`config.mk`:
```
export PLATFORM = sky130hd
export DESIGN_NAME = wallace_multiplier
export DESIGN_NICKNAME = d
export VERILOG_FILES = /design/src/rtl/wallace_multiplier.sv
export SDC_FILE = /design/constraint.sdc
export NUM_CORES = 1
export LEC_CHECK = 0
export BUFFER_PORTS_ARGS = -buffer_cell sky130_fd_sc_hd__buf_2
export CORE_AREA = 2 2 39 41
export CTS_BUF_LIST = sky130_fd_sc_hd__clkbuf_8
export CTS_CLUSTER_DIAMETER = 60
export DETAILED_ROUTE_END_ITERATION = 7
export DIE_AREA = 0 0 41 43
export PLACE_DENSITY = 0.77
export SLEW_MARGIN = 20
export SYNTH_ARGS = -nofsm -noshare
export SYNTH_HDL_FRONTEND = slang
export SYNTH_HIERARCHICAL = 1
export SYNTH_SLANG_ARGS = --single-unit
```
`constraint.sdc`:
```
create_clock -name clk -period 5.1 [get_ports clk]
set_input_delay 0.765 -clock clk [delete_from_list [all_inputs] [get_ports clk]]
set_output_delay 0.765 -clock clk [all_outputs]
set_load 0.01 [all_outputs]
```
`src/rtl/wallace_multiplier.sv`:
```
// Unsigned 4x4 multiplier: two-stage Wallace tree of half/full adders plus a ripple-carry
// final adder, with a registered 8-bit product and a one-cycle valid strobe.

module half_adder (
   input  logic a,
   input  logic b,
   output logic s,
   output logic co
);
   assign s  = a ^ b;
   assign co = a & b;
endmodule

module full_adder (
   input  logic a,
   input  logic b,
   input  logic ci,
   output logic s,
   output logic co
);
   assign s  = a ^ b ^ ci;
   assign co = (a & b) | (a & ci) | (b & ci);
endmodule

module wallace_multiplier (
   input  logic       clk,
   input  logic       rst,
   input  logic       in_valid,
   input  logic [3:0] A,
   input  logic [3:0] B,
   output logic [7:0] products,
   output logic       out_valid
);
   // pp[i][j] carries weight i+j
   logic [3:0] pp [4];

   always_comb begin
      for (int i = 0; i < 4; i++) begin
         for (int j = 0; j < 4; j++) begin
            pp[i][j] = A[i] & B[j];
         end
      end
   end

   // Stage 1: column heights 1,2,3,4,3,2,1 -> 1,1,2,3,2,2,2
   logic s1_1, s1_2, s1_3, s1_4, s1_5;
   logic k1_2, k1_3, k1_4, k1_5, k1_6;

   half_adder ha_1_1 (.a(pp[1][0]), .b(pp[0][1]), .s(s1_1), .co(k1_2));
   full_adder fa_1_2 (.a(pp[2][0]), .b(pp[1][1]), .ci(pp[0][2]), .s(s1_2), .co(k1_3));
   full_adder fa_1_3 (.a(pp[3][0]), .b(pp[2][1]), .ci(pp[1][2]), .s(s1_3), .co(k1_4));
   full_adder fa_1_4 (.a(pp[3][1]), .b(pp[2][2]), .ci(pp[1][3]), .s(s1_4), .co(k1_5));
   half_adder ha_1_5 (.a(pp[3][2]), .b(pp[2][3]), .s(s1_5), .co(k1_6));

   // Stage 2: every pair or triple is reduced, leaving two rows over columns 3..6 and one bit in column 7
   logic s2_2, s2_3, s2_4, s2_5, s2_6;
   logic k2_3, k2_4, k2_5, k2_6, k2_7;

   half_adder ha_2_2 (.a(s1_2), .b(k1_2), .s(s2_2), .co(k2_3));
   full_adder fa_2_3 (.a(s1_3), .b(pp[0][3]), .ci(k1_3), .s(s2_3), .co(k2_4));
   half_adder ha_2_4 (.a(s1_4), .b(k1_4), .s(s2_4), .co(k2_5));
   half_adder ha_2_5 (.a(s1_5), .b(k1_5), .s(s2_5), .co(k2_6));
   half_adder ha_2_6 (.a(pp[3][3]), .b(k1_6), .s(s2_6), .co(k2_7));

   // Final ripple-carry adder over the two remaining rows
   logic r3, r4, r5, r6;
   logic cy4, cy5, cy6, cy7;

   half_adder ha_f_3 (.a(s2_3), .b(k2_3), .s(r3), .co(cy4));
   full_adder fa_f_4 (.a(s2_4), .b(k2_4), .ci(cy4), .s(r4), .co(cy5));
   full_adder fa_f_5 (.a(s2_5), .b(k2_5), .ci(cy5), .s(r5), .co(cy6));
   full_adder fa_f_6 (.a(s2_6), .b(k2_6), .ci(cy6), .s(r6), .co(cy7));

   // Product never exceeds 225, so cy7 and k2_7 are never both set
   logic [7:0] prod_comb;
   assign prod_comb = {cy7 ^ k2_7, r6, r5, r4, r3, s2_2, s1_1, pp[0][0]};

   always_ff @(posedge clk) begin
      if (rst) begin
         products  <= 8'd0;
         out_valid <= 1'b0;
      end else begin
         out_valid <= in_valid;
         if (in_valid) begin
            products <= prod_comb;
         end
      end
   end
endmodule

```
==> report_table.html, run 1 <==
<table>
<tr><th>Metric</th><th>Value</th></tr>
<tr><th colspan="2">Status</th></tr>
<tr><td>Outcome</td><td>finished, final reports clean</td></tr>
<tr><th colspan="2">Route</th></tr>
<tr><td>Uppermost routed layer</td><td>met4</td></tr>
<tr><td>Routed wire length</td><td>1.11 mm</td></tr>
<tr><td>Post-route ant nets</td><td>0</td></tr>
<tr><td>Met2 layer wire length in the routed design</td><td>632 um</td></tr>
<tr><td>Iter 0 DRT Violations</td><td>2</td></tr>
<tr><td>Met1 wire length</td><td>399 um</td></tr>
<tr><td>Overall via count from detail_route</td><td>477</td></tr>
<tr><td>Per-cell routed wire length</td><td>between 10 and 15 um</td></tr>
<tr><td>DR WL met3</td><td>44 um</td></tr>
<tr><td>Number of detailed-route iterations in the first pass</td><td>3</td></tr>
<tr><td>Vias/cell</td><td>4.97</td></tr>
<tr><td>DRC viols</td><td>0</td></tr>
<tr><th colspan="2">Worst setup path</th></tr>
<tr><td>CP max stage cell</td><td>fa_1</td></tr>
<tr><td>Cells traversed along the worst timing path</td><td>buf_2 &gt; and2_1 &gt; fa_1 &gt; fa_1 &gt; ha_1 &gt; fa_1 &gt; fa_1 &gt; fa_1 &gt; xnor2_1 &gt; a211oi_2</td></tr>
<tr><td>Top fanout value on the critical path</td><td>4</td></tr>
<tr><td>CP dominant cell by count</td><td>fa_1</td></tr>
<tr><td>Critical path start-end classification</td><td>primary input to flop</td></tr>
<tr><td>Reg-to-reg slack, setup</td><td>4460 ps</td></tr>
<tr><td>Data required time of the worst path</td><td>~5300 ps</td></tr>
<tr><td>Worst endpoint data arrival time</td><td>around 3800 ps</td></tr>
<tr><td>Cell count of the worst reg-to-reg path</td><td>2</td></tr>
<tr><td>Critical Path Source Type</td><td>primary input</td></tr>
<tr><td>Worst Setup End Kind</td><td>flop</td></tr>
<tr><td>Delay of the slowest critical-path stage</td><td>500 ps</td></tr>
<tr><td>Worst reg2reg startpoint</td><td>products[7]</td></tr>
<tr><td>Endpoint of the worst register-to-register path</td><td>products[7]</td></tr>
<tr><th colspan="2">Finish</th></tr>
<tr><td>Area growth from synthesis to layout</td><td>22.1%</td></tr>
<tr><td>Diode insertion count for antenna repair</td><td>0</td></tr>
<tr><td>Fraction of final layout cells with drive strength greater than 1</td><td>30.0%</td></tr>
<tr><td>Total non-filler cell area in the finished layout</td><td>795 um2</td></tr>
<tr><td>Post-route core utilization</td><td>57.4%</td></tr>
<tr><td>Cell Count, Final, Fillers Out</td><td>96</td></tr>
<tr><td>Nets@finish</td><td>106</td></tr>
<tr><th colspan="2">Floorplanning</th></tr>
<tr><td>DIE AREA</td><td>1760 um2</td></tr>
<tr><td>Area of the core</td><td>around 1400 um2</td></tr>
<tr><td>Floorplan die width</td><td>41 um</td></tr>
<tr><td>Cell row count</td><td>14</td></tr>
<tr><td>Initial standard-cell utilization of the core</td><td>a little under half</td></tr>
<tr><td>Vert. Die Dim</td><td>approximately 43 um</td></tr>
<tr><td>I/O pin total</td><td>20</td></tr>
<tr><th colspan="2">Logic synthesis</th></tr>
<tr><td>Syn Inst Count</td><td>59</td></tr>
<tr><td>Largest cells by area after synthesis</td><td>dfxtp_1, fa_1, and2_1</td></tr>
<tr><td>Number of flip-flops and latches in the synthesized netlist</td><td>9</td></tr>
<tr><td>Commonest register cell after synthesis</td><td>dfxtp_1</td></tr>
<tr><td>Net count after synthesis</td><td>84</td></tr>
<tr><td>Post-synth top cells</td><td>and2_1, dfxtp_1, fa_1, ha_1</td></tr>
<tr><td>Unique cell type count in the Yosys netlist</td><td>15</td></tr>
<tr><td>Share of flip-flops with an asynchronous set or reset after synthesis</td><td>0%</td></tr>
<tr><td>Share of the synthesized area in the top cell type</td><td>27.7%</td></tr>
<tr><td>Post-synth EDFFs</td><td>0</td></tr>
<tr><td>Cell taking the most area after synthesis</td><td>dfxtp_1</td></tr>
<tr><td>Yosys warning count</td><td>6</td></tr>
<tr><td>Share of the yosys chip area belonging to registers</td><td>between 20% and 30%</td></tr>
<tr><td>Cell with the most instances after synthesis</td><td>and2_1</td></tr>
<tr><td>Synthesized area per cell</td><td>11.0 um2</td></tr>
<tr><td>Cell Area, Synth</td><td>651 um2</td></tr>
<tr><th colspan="2">Global routing</th></tr>
<tr><td>Wire length of the first global-routing pass</td><td>1.95 mm</td></tr>
<tr><td>Aggregate global-route resource usage</td><td>about 18%</td></tr>
<tr><td>Remaining Overflow, GRT</td><td>0</td></tr>
<tr><td>Initial antenna violation count</td><td>0</td></tr>
<tr><td>Maximum number of pins on one net before global-route repair</td><td>12</td></tr>
<tr><td>Number of global-route vias before repair</td><td>500</td></tr>
<tr><th colspan="2">Clock network</th></tr>
<tr><td>Maximum clock insertion buffer count</td><td>2</td></tr>
<tr><td>Library cell used as clock root buffer</td><td>clkbuf_8</td></tr>
<tr><td>Number of buffers added to fix hold violations after cts</td><td>0</td></tr>
<tr><td>Num CTS Buffers</td><td>3</td></tr>
<tr><td>Post-CTS setup buffers</td><td>0</td></tr>
<tr><td>Clock-pin slew reported for the worst setup and hold paths after clock tree synthesis</td><td>40 ps</td></tr>
<tr><td>Htree depth</td><td>1</td></tr>
<tr><td>CTS tree</td><td>built</td></tr>
<tr><td>PostCTS Resize Cnt</td><td>0</td></tr>
<tr><td>Num Clock Sinks</td><td>9</td></tr>
<tr><td>Worst skew pair latency</td><td>230 ps</td></tr>
<tr><th colspan="2">Place</th></tr>
<tr><td>Placer Congestion</td><td>roughly 0.73</td></tr>
<tr><td>Total instance count after detailed placement</td><td>between 90 and 100</td></tr>
<tr><td>Area after detailed placement</td><td>between 700 and 800 um2</td></tr>
<tr><td>HPWL after detailed placement</td><td>899 um</td></tr>
<tr><td>Port Buf Inserts</td><td>19</td></tr>
<tr><th colspan="2">Min path</th></tr>
<tr><td>Class of the most critical hold timing path</td><td>flop to flop</td></tr>
<tr><td>Worst Hold Depth</td><td>2</td></tr>
<tr><td>Startpoint of the most critical hold path</td><td>products[0]</td></tr>
<tr><td>Min-Delay Endpoint</td><td>products[0]</td></tr>
<tr><th colspan="2">Timing</th></tr>
<tr><td>Max-slew headroom</td><td>82.4%</td></tr>
<tr><td>Number of slew-limit violations in the final report</td><td>0</td></tr>
<tr><td>Fraction of the cycle the final worst path needs</td><td>approximately 71%</td></tr>
<tr><td>Worst Clk Skew</td><td>0 ps</td></tr>
<tr><td>Minimum period implied by the final worst setup slack</td><td>between 3000 and 4000 ps</td></tr>
<tr><td>Number of hold violations in the final report</td><td>0</td></tr>
<tr><td>Unrepaired setup endpoints after global routing</td><td>false</td></tr>
<tr><td>TNS Setup</td><td>0 ps</td></tr>
<tr><td>Measured slew at the worst slew-check pin</td><td>265 ps</td></tr>
<tr><td>Maximum achievable frequency</td><td>277 MHz</td></tr>
<tr><td>Total of endpoints with negative setup slack in the final report</td><td>0</td></tr>
<tr><th colspan="2">Run</th></tr>
<tr><td>Number of max-capacitance violations reported</td><td>0</td></tr>
<tr><th colspan="2">Pwr</th></tr>
<tr><td>PwrDens</td><td>271 nW/um2</td></tr>
<tr><td>VDD IR max</td><td>approximately 240 uV</td></tr>
<tr><td>P_leak</td><td>a little over 0.4 nW</td></tr>
</table>
## cell families (layout without fill, tap and decap cells)
| kind of cell | count (synthesis) | in the layout | synth area share (%) |
|---|---|---|---|
| compound gates | 2 | 2 | 2.69 |
| xor+xnor | 1 | 1 | 1.35 |
| fa+ha+maj | 14 | 14 | 35.0 |
| buf+inv | 2 | 23 | 2.50 |
| flops | 9 | 9 | 27.7 |
| mux | 6 | 6 | 9.23 |
| simple gates | 25 | 25 | 21.5 |
## state kept, by name, summed over array words and instances (netlist names)
| signal | flops |
|---|---|
| products | 8 |
| out_valid | 1 |
## worst max-delay path, delay by kind of cell
kind                       cells  cell delay (ps)
buffers and inverters          1              110
adders and majority gates      6             2360
AOI/OAI and AO/OA              1              210
xor gates and xnor gates       1              140
and+or+nand+nor                1              170
## routing by layer
layer	GRT usage, %	vias to the layer above
met5	0	-
met4	10.0	0
met3	7.85	4
met2	27.5	9
met1	18.7	229
li1	-	235
## stage by stage
step	hold slack [ps]	worst slack (ps)	power, W
3_3_place_gp	458	1280	0.000137
6_report	484	1490	0.000215
3_5_place_dp	464	1200	0.000137
2_1_floorplan	489	1450	0.000119
5_1_grt	528	1350	0.000233
4_1_cts	487	1460	0.000219
## area by class of cell
| type | count | area, um2 |
|---|---|---|
| multi-input cells | 48 | 454 |
| clock inverters | 1 | 3.75 |
| clock buffers | 3 | 41.3 |
| well taps | 16 | 20.0 |
| repair buffers | 19 | 95.1 |
| flip-flops and latches | 9 | 180 |
| fillers | 128 | 589 |
## worst max path at each step
stage	startpoint	endpoint	slack (ps)	depth (start not counted)
finish	A[3]	products[7]	1490	10
global route	A[3]	products[7]	1350	10
CTS	A[3]	products[7]	1460	10
detailed placement	A[3]	products[7]	1200	10
global placement	A[3]	products[7]	1280	10
floorplan	A[3]	products[7]	1450	9
## power breakdown
part | switching, W | internal, W | leakage, nW
combinational | 0.0000283 | 0.0000268 | 0.314
clock | 0.0000272 | 0.0000523 | 0.0269
sequential | 0.00000291 | 0.0000774 | 0.0741
## layout by cell type (no fill, tap or decap), drive strengths merged
cell type and n:
and2 15, ha 7, dfxtp 9, a211oi 1
buf 19, fa 7, inv 1, nand2b 1
nor2b 1, nand3 1, mux2i 6, a21oi 1
xnor2 1, clkbuf 3, nor2 7
No activity file was read; power rests on OpenSTA's default activity.
==> run 2: changes to the inputs <==
CORE_AREA = default   (was 2 2 39 41)
CORE_MARGIN = 2   (was default)
CORE_UTILIZATION = 46   (was default)
DIE_AREA = default   (was 0 0 41 43)
PLACE_DENSITY = 0.76   (was 0.77)
clock period = 3.3 ns   (was 5.1 ns; I/O delays follow)
==> run 2 against run 1 <==
Critical path depth unchanged. Register-to-register slack got worse by 1800 ps. Sequential cell count unchanged. Wire length increased by 4.5%. Via count decreased by 0.21%. Critical path type unchanged. Highest routed layer is now met3.
==> report_table.html, run 2 (synthesized netlist as in run 1, its figures left out) <==
<table>
<tr><th>Metric</th><th>Value</th></tr>
<tr><th colspan="2">Status</th></tr>
<tr><td>Outcome</td><td>finished, final reports clean (unchanged)</td></tr>
<tr><th colspan="2">Clock network</th></tr>
<tr><td>Maximum clock insertion buffer count</td><td>2 (unchanged)</td></tr>
<tr><td>Htree depth</td><td>1 (unchanged)</td></tr>
<tr><td>Worst skew pair latency</td><td>230 ps (about the same)</td></tr>
<tr><td>Library cell used as clock root buffer</td><td>clkbuf_8 (unchanged)</td></tr>
<tr><td>Num Clock Sinks</td><td>9 (unchanged)</td></tr>
<tr><td>CTS tree</td><td>built (unchanged)</td></tr>
<tr><td>Num CTS Buffers</td><td>3 (unchanged)</td></tr>
<tr><td>Post-CTS setup buffers</td><td>0 (unchanged)</td></tr>
<tr><td>Clock-pin slew reported for the worst setup and hold paths after clock tree synthesis</td><td>50 ps (was 40 ps)</td></tr>
<tr><th colspan="2">Pwr</th></tr>
<tr><td>Switching Share</td><td>27.9% (was 27.2%)</td></tr>
<tr><td>Part of the total power dissipated in the clock network</td><td>37.1% (was 37.0%)</td></tr>
<tr><td>VDD IR max</td><td>294 uV (was 243 uV)</td></tr>
<tr><td>PwrDens</td><td>406 nW/um2 (was 271 nW/um2)</td></tr>
<tr><td>P_leak</td><td>0.440 nW (was 0.415 nW)</td></tr>
<tr><td>Power share of the sequential group</td><td>35.7% (was 37.4%)</td></tr>
<tr><td>Net Sw Power</td><td>0.0000969 W (was 0.0000584 W)</td></tr>
<tr><td>Int Pwr</td><td>0.000251 W (was 0.000157 W)</td></tr>
<tr><td>Combinational group share of total power</td><td>27.3% (was 25.6%)</td></tr>
<tr><th colspan="2">Worst setup path</th></tr>
<tr><td>Data required time of the worst path</td><td>3450 ps (was 5250 ps)</td></tr>
<tr><td>Top fanout value on the critical path</td><td>4 (unchanged)</td></tr>
<tr><td>Cell count of the worst reg-to-reg path</td><td>2 (unchanged)</td></tr>
<tr><td>Worst reg2reg startpoint</td><td>products[7] (unchanged)</td></tr>
<tr><td>Worst endpoint data arrival time</td><td>3340 ps (was 3760 ps)</td></tr>
<tr><td>Worst Setup End Kind</td><td>flop (unchanged)</td></tr>
<tr><td>Reg-to-reg slack, setup</td><td>2650 ps (was 4460 ps)</td></tr>
<tr><td>Endpoint of the worst register-to-register path</td><td>products[7] (unchanged)</td></tr>
<tr><td>Critical Path Source Type</td><td>primary input (unchanged)</td></tr>
<tr><td>Critical path start-end classification</td><td>primary input to flop (unchanged)</td></tr>
<tr><th colspan="2">Place</th></tr>
<tr><td>Setup WS pre-CTS</td><td>-201 ps (was 1200 ps)</td></tr>
<tr><td>Area after detailed placement</td><td>806 um2 (was 749 um2)</td></tr>
<tr><td>Port Buf Inserts</td><td>19 (unchanged)</td></tr>
<tr><td>Placer Congestion</td><td>0.740 (was 0.733)</td></tr>
<tr><th colspan="2">Timing</th></tr>
<tr><td>Fraction of the cycle the final worst path needs</td><td>96.5%</td></tr>
<tr><td>Number of slew-limit violations in the final report</td><td>0 (unchanged)</td></tr>
<tr><td>Number of hold violations in the final report</td><td>0 (unchanged)</td></tr>
<tr><td>Measured slew at the worst slew-check pin</td><td>260 ps (was 265 ps)</td></tr>
<tr><td>Minimum period implied by the final worst setup slack</td><td>3180 ps</td></tr>
<tr><td>Max-slew headroom</td><td>82.6% (was 82.4%)</td></tr>
<tr><td>Unrepaired setup endpoints after global routing</td><td>false (unchanged)</td></tr>
<tr><td>Maximum achievable frequency</td><td>314 MHz</td></tr>
<tr><td>Total of endpoints with negative setup slack in the final report</td><td>0 (unchanged)</td></tr>
<tr><td>Worst Clk Skew</td><td>0 ps (unchanged)</td></tr>
<tr><td>Worst setup margin</td><td>115 ps (was 1490 ps)</td></tr>
<tr><th colspan="2">Floorplanning</th></tr>
<tr><td>Initial standard-cell utilization of the core</td><td>49.4% (was 47.0%)</td></tr>
<tr><td>Area of the core</td><td>1320 um2 (was 1380 um2)</td></tr>
<tr><td>Vert. Die Dim</td><td>41.6 um (was 43 um)</td></tr>
<tr><td>DIE AREA</td><td>1730 um2 (was 1760 um2)</td></tr>
<tr><td>Cell row count</td><td>13 (was 14)</td></tr>
<tr><td>I/O pin total</td><td>20 (unchanged)</td></tr>
<tr><td>Floorplan die width</td><td>41.6 um (was 41 um)</td></tr>
<tr><th colspan="2">Global routing</th></tr>
<tr><td>Met3 usage in global routing</td><td>5.22% (was 7.85%)</td></tr>
<tr><td>Met1 capacity usage during global routing</td><td>20.8% (was 18.7%)</td></tr>
<tr><td>GRT Max-Usage Layer</td><td>met2 (unchanged)</td></tr>
<tr><td>Aggregate global-route resource usage</td><td>16.6% (was 17.7%)</td></tr>
<tr><td>Maximum number of pins on one net before global-route repair</td><td>12 (unchanged)</td></tr>
<tr><td>Remaining Overflow, GRT</td><td>0 (unchanged)</td></tr>
<tr><td>Wire length of the first global-routing pass</td><td>2.21 mm (was 1.95 mm)</td></tr>
<tr><td>Global-route track usage on met2</td><td>27.8% (was 27.5%)</td></tr>
<tr><td>Initial antenna violation count</td><td>0 (unchanged)</td></tr>
<tr><td>Number of global-route vias before repair</td><td>538 (was 500)</td></tr>
<tr><th colspan="2">Finish</th></tr>
<tr><td>Total non-filler cell area in the finished layout</td><td>857 um2 (was 795 um2)</td></tr>
<tr><td>Most common cell after layout, fill and taps aside</td><td>buf_2 (unchanged)</td></tr>
<tr><td>Area growth from synthesis to layout</td><td>31.7% (was 22.1%)</td></tr>
<tr><td>Largest registers ranked by flip-flop count</td><td>products x8, out_valid x1 (unchanged)</td></tr>
<tr><td>Fraction of final layout cells with drive strength greater than 1</td><td>41.4% (was 30.0%)</td></tr>
<tr><td>Largest register by flop count</td><td>products (unchanged)</td></tr>
<tr><td>Diode insertion count for antenna repair</td><td>0 (unchanged)</td></tr>
<tr><td>Most frequent cells in the layout</td><td>buf_2, and2_1, dfxtp_1 (unchanged)</td></tr>
<tr><td>Nets@finish</td><td>113 (was 106)</td></tr>
<tr><td>Number of flip-flops in the largest register</td><td>8 (unchanged)</td></tr>
<tr><td>Filler Cells Inserted</td><td>116 (was 128)</td></tr>
<tr><th colspan="2">Route</th></tr>
<tr><td>DRC viols</td><td>0 (unchanged)</td></tr>
<tr><td>Routed wire length</td><td>1.16 mm (was 1.11 mm)</td></tr>
<tr><td>Vias/cell</td><td>4.67 (was 4.97)</td></tr>
<tr><td>Per-cell routed wire length</td><td>11.3 um (was 11.5 um)</td></tr>
<tr><td>Overall via count from detail_route</td><td>476 (was 477)</td></tr>
<tr><td>Number of detailed-route iterations in the first pass</td><td>4 (was 3)</td></tr>
<tr><td>Iter 0 DRT Violations</td><td>5 (was 2)</td></tr>
<tr><td>Post-route ant nets</td><td>0 (unchanged)</td></tr>
<tr><th colspan="2">Min path</th></tr>
<tr><td>Min-Delay Endpoint</td><td>products[0] (unchanged)</td></tr>
<tr><td>Startpoint of the most critical hold path</td><td>products[0] (unchanged)</td></tr>
<tr><td>Class of the most critical hold timing path</td><td>flop to flop (unchanged)</td></tr>
<tr><td>Worst Hold Depth</td><td>2 (unchanged)</td></tr>
<tr><th colspan="2">Run</th></tr>
<tr><td>Number of max-capacitance violations reported</td><td>0 (unchanged)</td></tr>
</table>
## run 2: cell types whose count changed in the layout (fill, tap and decap cells not counted), sizes merged
| cell | delta |
|---|---|
| buf | +7 |
| clkinv | +1 |
| inv | -1 |
## run 2: critical path, stage by stage
cell and delay (ps):
buf_2 120, and2_1 150, fa_1 560, fa_1 420
ha_2 200, fa_2 330, fa_2 350, fa_2 340
xnor2_1 150, a211oi_2 210
## run 2: layer usage
metal  wire length [um]  up-vias
met2                597        6
li1                   -      247
met5                  0        -
met3                 31        0
met4                  0        0
met1                526      223
## run 2: worst max-delay path by stage
stage / startpoint / cells after the start / slack [ps] / to
5_1_grt: A[1] / 11 / 7 / products[7]
2_1_floorplan: A[1] / 9 / 3 / products[7]
3_3_place_gp: A[1] / 10 / -190 / products[7]
6_report: B[0] / 10 / 120 / products[7]
4_1_cts: A[1] / 10 / 30 / products[7]
3_5_place_dp: A[1] / 10 / -200 / products[7]
## run 2: through the flow
| step | total power (W) | cells | hold WS [ps] | TNS [ps] | utilization (%) |
|---|---|---|---|---|---|
| detailed placement | 0.000222 | 98 | 469 | -397 | 61.2 |
| floorplan | 0.000185 | 59 | 489 | 0 | - |
| finish | 0.000348 | 102 | 471 | 0 | 65.1 |
| global placement | 0.000218 | 98 | 460 | -344 | 61.2 |
| global route | 0.000374 | 102 | 499 | 0 | 65.1 |
| CTS | 0.000354 | 102 | 476 | 0 | 64.7 |
## run 2: power groups by stage
stage,sequential (W),combinational (W),clock (W)
4_1_cts,0.000124,0.0000963,0.000133
3_5_place_dp,0.000126,0.0000956,0
6_report,0.000124,0.0000949,0.000129
3_3_place_gp,0.000126,0.0000921,0
5_1_grt,0.000125,0.000109,0.000139
2_1_floorplan,0.000131,0.0000542,0
## run 2: cell type report
| class | count | area (um2) | share of cell area [%] |
|---|---|---|---|
| Clock buffer | 3 | 41.3 | 4.82 |
| Tap cell | 15 | 18.8 | 2.19 |
| Sequential cell | 9 | 180 | 21.0 |
| Clock inverter | 1 | 5.00 | 0.584 |
| Timing Repair Buffer | 26 | 148 | 17.2 |
| Multi-Input combinational cell | 48 | 464 | 54.2 |
## run 2: repair_timing
item                                    4_1_cts  5_1_grt
endpoints found under the setup margin        0        2
resized for setup                             0        2
hold buffers                                  0        0
